--- src/rtl/fifo_rd_pkg.sv ---
// Shared types and sizing for the FIFO read-side burst consumer.
package fifo_rd_pkg;

    typedef enum logic [1:0] {
        IDLE  = 2'd0,
        RUN   = 2'd1,
        DRAIN = 2'd2
    } state_t;

    localparam int BUF_DEPTH = 2;
    localparam int OCC_W     = $clog2(BUF_DEPTH + 1);

endpackage

--- src/rtl/fifo_rd_skid.sv ---
// Small output buffer: in-order storage with registered head, one push and one pop per cycle.
module fifo_rd_skid
    import fifo_rd_pkg::*;
#(
    parameter int WIDTH = 8
) (
    input  logic             rclk,
    input  logic             rrst,
    input  logic             push,
    input  logic [WIDTH:0]   push_data,
    input  logic             pop,
    output logic [OCC_W-1:0] occupancy,
    output logic [WIDTH:0]   head
);

    logic [WIDTH:0]   entry_reg  [BUF_DEPTH];
    logic [WIDTH:0]   entry_next [BUF_DEPTH];
    logic [OCC_W-1:0] occ_reg;
    logic [OCC_W-1:0] occ_next;
    logic [OCC_W-1:0] fill_idx;
    logic             pop_ok;
    logic             push_ok;

    assign pop_ok  = pop & (occ_reg != '0);
    // A full buffer still takes a push when the head leaves in the same cycle.
    assign push_ok = push & ((occ_reg < OCC_W'(BUF_DEPTH)) | pop_ok);
    assign fill_idx = occ_reg - OCC_W'(pop_ok);

    always_comb begin
        entry_next = entry_reg;
        if (pop_ok) begin
            for (int i = 0; i < BUF_DEPTH - 1; i++) begin
                entry_next[i] = entry_reg[i + 1];
            end
        end
        if (push_ok) begin
            for (int i = 0; i < BUF_DEPTH; i++) begin
                if (OCC_W'(i) == fill_idx) begin
                    entry_next[i] = push_data;
                end
            end
        end
        occ_next = occ_reg + OCC_W'(push_ok) - OCC_W'(pop_ok);
    end

    always_ff @(posedge rclk) begin
        if (rrst) begin
            occ_reg <= '0;
            for (int i = 0; i < BUF_DEPTH; i++) begin
                entry_reg[i] <= '0;
            end
        end else begin
            occ_reg   <= occ_next;
            entry_reg <= entry_next;
        end
    end

    assign occupancy = occ_reg;
    assign head      = entry_reg[0];

endmodule

--- src/rtl/fifo_rd_burst.sv ---
// Pops a programmed burst from a show-ahead FIFO read port and streams it out with valid/ready.
module fifo_rd_burst
    import fifo_rd_pkg::*;
#(
    parameter int WIDTH = 8,
    parameter int LEN_W = 4
) (
    input  logic             rclk,
    input  logic             rrst,
    input  logic             start,
    input  logic [LEN_W-1:0] burst_len,
    output logic             busy,
    output logic             done,
    output logic [LEN_W-1:0] count,
    input  logic             rempty,
    input  logic [WIDTH-1:0] rdata,
    output logic             rinc,
    output logic [WIDTH-1:0] m_data,
    output logic             m_valid,
    input  logic             m_ready,
    output logic             m_last
);

    state_t           state_reg,  state_next;
    logic [LEN_W-1:0] len_reg,    len_next;
    logic [LEN_W-1:0] issued_reg, issued_next;
    logic [LEN_W-1:0] count_reg,  count_next;
    logic             done_reg,   done_next;

    logic [OCC_W-1:0] occupancy;
    logic [WIDTH:0]   head;
    logic             accept;
    logic             issue_last;

    assign m_valid    = (occupancy != '0);
    assign m_data     = head[WIDTH-1:0];
    assign m_last     = head[WIDTH];
    assign accept     = m_valid & m_ready;
    assign issue_last = ((issued_reg + LEN_W'(1)) == len_reg);

    // Reset gates the pop so a word is never lost between the FIFO and a clearing buffer.
    assign rinc = ~rrst & (state_reg == RUN) & ~rempty & (issued_reg < len_reg)
                & ((occupancy < OCC_W'(BUF_DEPTH)) | accept);

    fifo_rd_skid #(
        .WIDTH(WIDTH)
    ) u_skid (
        .rclk      (rclk),
        .rrst      (rrst),
        .push      (rinc),
        .push_data ({issue_last, rdata}),
        .pop       (accept),
        .occupancy (occupancy),
        .head      (head)
    );

    always_comb begin
        state_next  = state_reg;
        len_next    = len_reg;
        issued_next = issued_reg;
        count_next  = count_reg;
        done_next   = 1'b0;

        if (rinc) begin
            issued_next = issued_reg + LEN_W'(1);
        end
        if (accept) begin
            count_next = count_reg + LEN_W'(1);
        end

        case (state_reg)
            IDLE: begin
                if (start) begin
                    if (burst_len != '0) begin
                        len_next    = burst_len;
                        issued_next = '0;
                        count_next  = '0;
                        state_next  = RUN;
                    end else begin
                        done_next = 1'b1;
                    end
                end
            end
            RUN: begin
                if (rinc && issue_last) begin
                    state_next = DRAIN;
                end
            end
            DRAIN: begin
                if (accept && m_last) begin
                    state_next = IDLE;
                    done_next  = 1'b1;
                end
            end
            default: state_next = IDLE;
        endcase
    end

    always_ff @(posedge rclk) begin
        if (rrst) begin
            state_reg  <= IDLE;
            len_reg    <= '0;
            issued_reg <= '0;
            count_reg  <= '0;
            done_reg   <= 1'b0;
        end else begin
            state_reg  <= state_next;
            len_reg    <= len_next;
            issued_reg <= issued_next;
            count_reg  <= count_next;
            done_reg   <= done_next;
        end
    end

    assign busy  = (state_reg != IDLE);
    assign done  = done_reg;
    assign count = count_reg;

endmodule
--- config.mk ---
export PLATFORM = sky130hd
export DESIGN_NAME = fifo_rd_burst
export DESIGN_NICKNAME = d
export VERILOG_FILES = /design/src/rtl/fifo_rd_pkg.sv /design/src/rtl/fifo_rd_skid.sv /design/src/rtl/fifo_rd_burst.sv
export SDC_FILE = /design/constraint.sdc
export NUM_CORES = 1
export LEC_CHECK = 0
export ABC_AREA = 1
export CELL_PAD_IN_SITES_DETAIL_PLACEMENT = 1
export CELL_PAD_IN_SITES_GLOBAL_PLACEMENT = 1
export CORE_MARGIN = 8
export CORE_UTILIZATION = 39
export CTS_CLUSTER_DIAMETER = 60
export DETAILED_ROUTE_END_ITERATION = 8
export GPL_ROUTABILITY_DRIVEN = 0
export PLACE_DENSITY = 0.93
export RECOVER_POWER = 100
export SYNTH_ARGS = -nofsm -noshare
export SYNTH_HDL_FRONTEND = slang
export SYNTH_SLANG_ARGS = --single-unit
export TNS_END_PERCENT = 5
--- constraint.sdc ---
create_clock -name rclk -period 3.6 [get_ports rclk]
set_input_delay 0.72 -clock rclk [delete_from_list [all_inputs] [get_ports rclk]]
set_output_delay 0.72 -clock rclk [all_outputs]
set_load 0.1 [all_outputs]
==> out/qor.csv, run 1 <==
metric,value,unit
grt_util_met2,0.264,
start_util,0.398,
dp_hpwl,3750,µm
ys_ff_latch,35,
dpl_cell_area,2170,µm²
io_buffer_count,33,
crit_fanout,17,
dp.cells,351,
tns,0,ns
layout_setup_ws,0.640,ns
fin_area,2240,µm²
busiest_layer,met2,
status,finished clean,
antennaDiodeCount,0,
gr-total-overflow,0,
cp_num_buf_inv,3,
routed_via_density,5.18,
h-tree-depth,2,
synth_top_area_share,0.378,
yosysSeqAreaShare,0.378,
cts_hold_buf,0,
clock_latency,0.29,ns
area_delta_synth_final,21.1,%
timing.max_cap.violations,0,
synth_fp_nets,301,
whs,0.470,ns
period_needed,2.96,ns
wl_per_cell,14.8,µm
finalHoldViolCount,0,
postRouteAntennaNets,0,
netlist-cell-type-count,24,
synthFlopType,dfxtp_1,
start_kind,primary input,
netlist_top_cells_area,"dfxtp_1 (38%), nand2_1 (21%), a21oi_1 (7.8%)",
drtIter0Drc,132,
antenna_found_initial,0,
synth-edff-count,0,
crit_family,buffers and inverters,
fin_crit_sh,0.822,
cts_buffers,5,
synth_area,1850,µm²
fillers,630,
cp_slowest_stage_delay,0.56,ns
slew_headroom,0.219,
die_w,84.9,µm
drc,0,
grt_pass1_vias,1993,
crit_path_cell_trace,dlygate4sd3_1 -> nand2_1 -> inv_1 -> ha_1 -> xnor2_1 -> inv_1 -> nor2_2 -> nand2_2 -> nand2_1 -> a21oi_1,
crit_type,in -> reg,
tightestPinTransition,1.17,ns
nets,329,
std_cell_rows,25,
ir_drop,0.556,mV
fin_skew,0.00314,ns
fmax,0.338,GHz
grt_max_degree,23,
grt_util_met1,0.168,
coreArea,4660,µm²
num_vias,1853,
cts_root_buf,clkbuf_8,
die_area,7210,µm²
cts_tree,yes,
post-place-ws,0.642,ns
end_kind,flip-flop,
crit_arrival,3.13,ns
grt_use_met3,0.0357,
avgSynthCellArea,6.71,µm²
yosys.cell_count.top_type,nand2_1,
ys_async_sr_fraction,0,
critPathSlowestCell,dlygate4sd3_1,
ys_warn_count,0,
powerDensity,550,nW/µm²
firstDrtPassIters,4,
clk_pin_slew,0.07,ns
post_cts_resized,0,
setup_viol,0,
ys_top_cells_by_count,"nand2_1 (104), dfxtp_1 (35), a21oi_1 (29)",
post_cts_buffers,0,
syn_inst,276,
drive_gt1_frac,0.0493,
boundaryPins,34,
slew_violations,0,
rsz0062_at_grt,no,
instances_no_fill,358,
die_y,84.9,µm
synth_largest_area_cell,dfxtp_1,
critical_path_required,3.77,ns
grt_use_total,0.151,
grt_pass1_wl,8870,µm
hold_class,reg -> reg,
cts_sinks,35,
routed_wl,5280,µm
cts_buffer_depth,2,
p_leak,1.04,nW
[cell usage in the layout, fill, tap and decap left out, drive strengths merged]
cell,count
dlygate4sd3,19
nor2,23
ha,8
clkbuf,6
a32oi,1
o21ai,9
a21oi,29
clkinv,2
nand4,3
xnor2,1
nand2,106
xor2,2
nand3,16
clkdlybuf4s50,13
buf,4
dfxtp,35
inv,25
nor3,2
[cells by family (layout without fill, tap and decap cells)]
logic type	count (synthesis)	in the layout	share of synthesized area
DFF	35	35	0.378
AOI/OAI and AO/OA	39	39	0.107
adders and majority gates	8	8	0.0540
and+or+nand+nor	150	150	0.334
xor gates and xnor gates	3	3	0.0142
buffers and inverters	41	69	0.113
[worst register-to-register path: stages (launching register included)]
cell and delay (ns):
dfxtp_1 0.35, inv_1 0.08, ha_1 0.33, a21oi_1 0.19, nand3_2 0.10, nor2_1 0.89
buf_4 0.34, nand3_1 0.10, a21oi_1 0.20
[routing by layer]
layer	vias to the layer above	wire length (µm)
met2	32	2630
met5	-	0
met3	6	176
met1	893	2400
met4	0	79
li1	922	-
[final timing paths]
check,slack (ns),depth (start not counted),endpoint,start
max,0.64,10,u_skid.entry_reg[1]$_SDFFE_PP0P_,m_ready
min,0.47,2,len_reg[0]$_SDFFE_PP0P_,len_reg[0]$_SDFFE_PP0P_
max reg2reg,0.96,8,u_skid.entry_reg[1]$_SDFFE_PP0P_,len_reg[3]$_SDFFE_PP0P_
min reg2reg,0.47,2,len_reg[0]$_SDFFE_PP0P_,len_reg[0]$_SDFFE_PP0P_
[per-stage QoR]
stage          utilization  total power, mW
2_1_floorplan            -            0.828
3_3_place_gp         0.466            0.943
3_5_place_dp         0.466            0.966
4_1_cts              0.485             1.26
5_1_grt              0.482             1.31
6_report             0.482             1.24
[report_power, final]
part	switching, mW	leakage [nW]	internal (mW)
registers	0.0174	0.284	0.412
clock network	0.142	0.0470	0.150
logic	0.391	0.706	0.122
[area by class of cell]
class	count	area [µm²]	area share
multi-input cells	200	928	0.414
flip-flops and latches	35	701	0.312
repair buffers	36	363	0.162
inverters	26	97.6	0.0435
clock buffers	6	82.6	0.0368
well taps	54	67.6	0.0301
clock inverters	1	5.00	0.00223
No activity file was read; power rests on OpenSTA's default activity.
==> inputs of run 2 (changes only) <==
--- a/config.mk
+++ b/config.mk
@@ -9,11 +9,11 @@
 export CELL_PAD_IN_SITES_DETAIL_PLACEMENT = 1
 export CELL_PAD_IN_SITES_GLOBAL_PLACEMENT = 1
 export CORE_MARGIN = 8
-export CORE_UTILIZATION = 39
+export CORE_UTILIZATION = 33
 export CTS_CLUSTER_DIAMETER = 60
 export DETAILED_ROUTE_END_ITERATION = 8
 export GPL_ROUTABILITY_DRIVEN = 0
-export PLACE_DENSITY = 0.93
+export PLACE_DENSITY = 0.84
 export RECOVER_POWER = 100
 export SYNTH_ARGS = -nofsm -noshare
 export SYNTH_HDL_FRONTEND = slang
==> constraint.sdc (replaced) <==
create_clock -name rclk -period 2.5 [get_ports rclk]
set_input_delay 0.5 -clock rclk [delete_from_list [all_inputs] [get_ports rclk]]
set_output_delay 0.5 -clock rclk [all_outputs]
set_load 0.1 [all_outputs]
==> run 2 against run 1 <==
Count of clock-buffer cells in the layout unchanged; clock skew up 0.0048 ns; sequential power up 44%; critical path type is now in -> out; largest cell class unchanged; highest routed layer unchanged.
==> out/qor.csv, run 2 (synthesized netlist as in run 1, its figures left out) <==
metric,value,unit,change
status,finished clean,,
clk_pin_slew,0.07,ns,about the same
switching_share,0.447,,+0.00128
whs,0.463,ns,-0.00736 ns
setup_viol,0,,unchanged
finalHoldViolCount,0,,unchanged
boundaryPins,34,,unchanged
std_cell_rows,27,,+8.0%
powerDensity,809,nW/µm²,+47%
final_common_cell,nand2_1,,
num_vias,1807,,-2.5%
final_cell_mix,"nand2_1 (105), dfxtp_1 (35), a21oi_1 (29), inv_1 (24), nor2_1 (20)",,
cts_hold_buf,0,,unchanged
cts_root_buf,clkbuf_8,,
fin_skew,0.00798,ns,+0.00484 ns
rsz0062_at_grt,no,,
die_y,90.9,µm,+7.1%
fmax,0.429,GHz,
crit_path_cell_trace,dlygate4sd3_1 -> nor3_2 -> nand3_1 -> nor2_2 -> buf_12,,
critical_path_required,2.00,ns,-1.77 ns
start_kind,primary input,,
nets,334,,+1.5%
clock_latency,0.28,ns,about the same
hold_class,reg -> reg,,
io_buffer_count,33,,unchanged
seq_power_share,0.349,,about the same
grt_pass1_wl,9000,µm,+1.5%
postLayoutCoreUtil,0.401,,-0.0808
r2r-start,issued_reg[2]$_SDFF_PP0_,,
routed_via_density,4.76,,-8.1%
dpl_cell_area,2190,µm²,+1.0%
cp_num_buf_inv,2,,-1
antenna_found_initial,0,,unchanged
slew_violations,0,,unchanged
period_needed,2.33,ns,
grt_use_total,0.129,,-0.0217
pwr-share-comb,0.437,,+0.021
end_kind,output pin,,
cts_buffer_depth,2,,unchanged
slew_headroom,0.216,,-0.00272
tns,0,ns,unchanged
ir_drop,1.02,mV,+84%
post_cts_buffers,0,,unchanged
firstDrtPassIters,4,,unchanged
cp_slowest_stage_delay,0.59,ns,+0.03 ns
crit_family,buffers and inverters,,
post_cts_resized,0,,unchanged
drc,0,,unchanged
gr-total-overflow,0,,unchanged
die_area,8270,µm²,+15%
clkPwrFrac,0.214,,-0.023
routed_wl,5060,µm,-4.2%
coreArea,5470,µm²,+17%
crit_arrival,1.83,ns,-1.30 ns
antennaDiodeCount,0,,unchanged
grt_pass1_vias,1929,,-3.2%
fin_area,2190,µm²,-2.3%
cts_sinks,35,,unchanged
start_util,0.339,,-0.0590
wl_per_cell,13.3,µm,-9.7%
die_w,90.9,µm,+7.1%
hold_end,len_reg[0]$_SDFFE_PP0P_,,
instances_no_fill,380,,+6.1%
h-tree-depth,2,,unchanged
dp.cells,374,,+6.6%
cts_buffers,5,,unchanged
timing.max_cap.violations,0,,unchanged
worstReg2RegEnd,u_skid.entry_reg[3]$_SDFFE_PP0P_,,
cts_tree,yes,,
critPathSlowestCell,dlygate4sd3_1,,
multi_input_comb_area,938,µm²,+1.1%
drive_gt1_frac,0.0617,,+0.0123
crit_type,in -> out,,
grt_max_degree,23,,unchanged
p_leak,0.957,nW,-7.7%
dp_hpwl,3820,µm,+1.9%
area_delta_synth_final,18.4,%,
postRouteAntennaNets,0,,unchanged
tightestPinTransition,1.18,ns,+0.0135 ns
p_sw,0.793,mW,+44%
crit_fanout,2,,-15
rr_worst_depth,9,,+1
seqCellArea,701,µm²,unchanged
hp-start,len_reg[0]$_SDFFE_PP0P_,,
p_int,0.980,mW,+43%
drtIter0Drc,64,,-52%
rrSetupSlack,0.42,ns,-0.54 ns
whs_path_depth,2,,unchanged
fillers,734,,+17%
fin_crit_sh,0.932,,
## run 2: worst register-to-register path, cell delays in order (launching register included)
cell and delay (ns):
dfxtp_1 0.46, ha_1 0.29, nand2_1 0.07, inv_1 0.04
nand2_1 0.05, nand3_1 0.15, nor2_4 0.26, clkbuf_1 0.40
nand3_1 0.13, a21oi_1 0.17
## run 2: stage by stage
stage / setup slack [ns] / power (mW)
final: 0.170 / 1.77
after floorplan: -0.0563 / 1.19
after CTS: 0.303 / 1.82
after detailed placement: 0.219 / 1.44
after global routing: 0.104 / 1.90
after global placement: 0.332 / 1.41
## run 2: worst max path at each step
stage	end	cells after the start	startpoint
floorplan	u_skid.entry_reg[0]$_SDFFE_PP0P_	12	u_skid.occupancy[1]$_SDFF_PP0_
global placement	u_skid.entry_reg[7]$_SDFFE_PP0P_	10	m_ready
detailed placement	u_skid.entry_reg[0]$_SDFFE_PP0P_	10	m_ready
CTS	rinc	7	issued_reg[2]$_SDFF_PP0_
global route	u_skid.head[5]$_SDFF_PP0_	10	m_ready
finish	rinc	5	rrst
## run 2: layout make-up
| cell class | count | share of cell area |
|---|---|---|
| clock buffer | 6 | 0.0331 |
| timing repair buffer | 41 | 0.134 |
| sequential | 35 | 0.319 |
| inverter | 26 | 0.0445 |
| tap | 72 | 0.0411 |
| multi-input combinational | 200 | 0.428 |
## run 2: power groups by stage
stage | Combinational (mW) | Clock (mW) | Sequential, mW
global route | 0.867 | 0.413 | 0.623
floorplan | 0.515 | 0 | 0.678
detailed placement | 0.805 | 0 | 0.632
global placement | 0.781 | 0 | 0.629
CTS | 0.810 | 0.388 | 0.619
finish | 0.774 | 0.380 | 0.619
## run 2: routing by layer
| metal | vias to the layer above | global-route usage | routed length, µm | share of wire |
|---|---|---|---|---|
| met3 | 6 | 0.0272 | 163 | 0.032 |
| met2 | 27 | 0.223 | 2440 | 0.48 |
| met5 | - | 0 | 0 | 0 |
| met4 | 0 | 0.0477 | 69 | 0.014 |
| li1 | 931 | - | - | - |
| met1 | 843 | 0.153 | 2390 | 0.47 |
==> inputs of run 3 (changes only) <==
--- a/config.mk
+++ b/config.mk
@@ -17,5 +17,6 @@
 export RECOVER_POWER = 100
 export SYNTH_ARGS = -nofsm -noshare
 export SYNTH_HDL_FRONTEND = slang
+export SYNTH_HIERARCHICAL = 1
 export SYNTH_SLANG_ARGS = --single-unit
 export TNS_END_PERCENT = 5
==> run 3 against run 2 <==
Setup slack gained 0.0056 ns; die area rose by 2.2%; sequential share of layout area fell by 0.54 points; global-route usage shrank 1.2 points; largest cell class unchanged; critical endpoint unchanged; power fell by 32%; register-to-register slack got worse by 0.13 ns; cell area grew 1.7%; core utilization up 0.19 points; critical path depth increased by 2; synthesized cell count shrank 0.36%.
==> out/qor.csv, run 3 <==
metric,value,unit,change
final_common_cell,nand2_1,,
clkPwrFrac,0.340,,+0.126
finalHoldViolCount,0,,unchanged
crit_fanout,8,,+6
grt_max_degree,19,,-17%
seq_power_share,0.484,,+0.135
r2r-start,len_reg[3]$_SDFFE_PP0P_,,
cp_slowest_stage_delay,0.33,ns,-0.26 ns
post_cts_buffers,0,,unchanged
routed_via_density,4.55,,-4.4%
synth-xor-area-share,0.0184,,+0.00423
switching_share,0.312,,-0.135
yosysSeqAreaShare,0.368,,-0.00994
status,finished clean,,
synthSimpleGateAreaFrac,0.370,,+0.0366
boundaryPins,34,,unchanged
synth_area,1900,µm²,+2.7%
clk_pin_slew,0.07,ns,about the same
crit_path_start,len_reg[3]$_SDFFE_PP0P_,,
crit_arrival,1.82,ns,about the same
final_cell_mix,"nand2_1 (73), nor2_1 (54), dfxtp_1 (35), inv_1 (32)",,
cts_tree,yes,,
cts_sinks,35,,unchanged
synth-edff-count,0,,unchanged
slew_headroom,0.212,,-0.00399
synth_largest_area_cell,dfxtp_1,,
cts_root_buf,clkbuf_8,,
p_leak,0.997,nW,+4.2%
rsz0062_at_grt,no,,
synth_top_area_share,0.368,,-0.00994
pwr-share-comb,0.177,,-0.260
syn_inst,275,,-0.36%
start_kind,flip-flop,,
ys_warn_count,6,,+6
critical_path_required,2.00,ns,about the same
dp_hpwl,3480,µm,-8.9%
timing.max_cap.violations,0,,unchanged
fin_crit_sh,0.930,,-0.00223
synthFlopType,dfxtp_1,,
firstDrtPassIters,4,,unchanged
cts_hold_buf,0,,unchanged
critPathSlowestCell,dfxtp_1,,
antennaDiodeCount,0,,unchanged
post_cts_resized,0,,unchanged
die_area,8450,µm²,+2.2%
ys_top_cells_by_count,"nand2_1 (71), nor2_1 (53), dfxtp_1 (35)",,
fmax,0.430,GHz,+0.24%
clock_latency,0.29,ns,about the same
std_cell_rows,27,,unchanged
tightestPinTransition,1.19,ns,+0.00601 ns
num_vias,1728,,-4.4%
start_util,0.343,,+0.00490
h-tree-depth,2,,unchanged
synth-compound-area-share,0.0736,,-0.0337
postLayoutCoreUtil,0.403,,+0.00189
routed_wl,4600,µm,-9.2%
synth_mux_area_frac,0.00526,,+0.00526
p_int,0.832,mW,-15%
crit_path_cell_trace,inv_1 -> ha_1 -> a21oi_1 -> nand3_4 -> nor2_8 -> buf_4 -> buf_8,,
ys_ff_latch,35,,unchanged
grt_use_total,0.117,,-0.0120
yosys.cell_count.top_type,nand2_1,,
setup_viol,0,,unchanged
wl_per_cell,12.1,µm,-9.2%
tns,0,ns,unchanged
netlist_top_cells_area,"dfxtp_1 (37%), nand2_1 (14%), nor2_1 (10%)",,
synth_fp_nets,299,,-0.66%
antenna_found_initial,0,,unchanged
netlist-cell-type-count,29,,+21%
drtIter0Drc,44,,-31%
grt_pass1_vias,1759,,-8.8%
gr-total-overflow,0,,unchanged
avgSynthCellArea,6.92,µm²,+3.1%
postRouteAntennaNets,0,,unchanged
crit_type,reg -> out,,
drc,0,,unchanged
grt_pass1_wl,8140,µm,-9.6%
synth_fa_ha_area_frac,0.0460,,-0.00800
io_buffer_count,33,,unchanged
ys_async_sr_fraction,0,,unchanged
hold_class,reg -> reg,,
end_kind,output pin,,
nets,331,,-0.90%
coreArea,5540,µm²,+1.2%
cts_buffer_depth,2,,unchanged
hp-start,len_reg[0]$_SDFFE_PP0P_,,
slew_violations,0,,unchanged
p_sw,0.378,mW,-52%
period_needed,2.32,ns,-0.00558 ns
fin_skew,0.00640,ns,-0.00158 ns
ir_drop,0.185,mV,-82%
die_y,91.9,µm,+1.1%
area_delta_synth_final,17.2,%,
cts_buffers,5,,unchanged
drive_gt1_frac,0.104,,+0.0422
synth_top_family_by_area,simple AND/OR/NAND/NOR gates,,
die_w,91.9,µm,+1.1%
powerDensity,543,nW/µm²,-33%
run 3: worst paths after layout:
path / depth (start not counted) / slack (ns) / endpoint
setup reg to reg: 10 / 0.29 / u_skid/entry_reg[8]$_SDFFE_PP0P_
hold reg to reg: 2 / 0.47 / len_reg[0]$_SDFFE_PP0P_
hold / removal: 2 / 0.47 / len_reg[0]$_SDFFE_PP0P_
setup / recovery: 7 / 0.18 / rinc
run 3: cell type report:
cell class,instances,area [µm²]
inverter,36,135
tap,72,90.1
fill,732,3310
timing repair buffer,37,268
multi-input combinational,192,952
sequential,35,701
clock buffer,6,72.6
clock inverter,2,12.5
run 3: power groups by stage:
stage	Sequential, mW	Clock [mW]	Combinational, mW
after global routing	0.588	0.449	0.234
after global placement	0.598	0	0.223
final	0.585	0.411	0.214
after floorplan	0.598	0	0.164
after detailed placement	0.599	0	0.228
after CTS	0.586	0.423	0.230
run 3: layer usage:
layer,global-route usage,part of all wire
met3,0.0367,0.048
met1,0.142,0.48
met4,0.0564,0.019
met2,0.184,0.46
met5,0,0
run 3: logic make-up after synthesis:
group                      after synthesis
AOI/OAI and AO/OA                       22
xor gates and xnor gates                 4
DFF                                     35
muxes                                    1
and+or+nand+nor                        158
buffers and inverters                   48
adders and majority gates                7
run 3: stage by stage:
stage	worst slack [ns]	power [mW]	cells	cell area [µm²]	hold WS (ns)
after floorplan	0.159	0.762	275	1900	0.427
after global placement	0.187	0.821	372	2230	0.451
after detailed placement	0.0801	0.827	372	2230	0.462
after CTS	0.142	1.24	380	2320	0.473
after global routing	0.0408	1.27	380	2230	0.496
final	0.175	1.21	380	2230	0.468
run 3: critical path, delay by kind of cell, from the launching register on:
kind	cells	cell delay [ns]
adders and majority gates	1	0.30
DFF	1	0.33
and+or+nand+nor	2	0.23
AOI/OAI and AO/OA	1	0.24
buffers and inverters	3	0.45
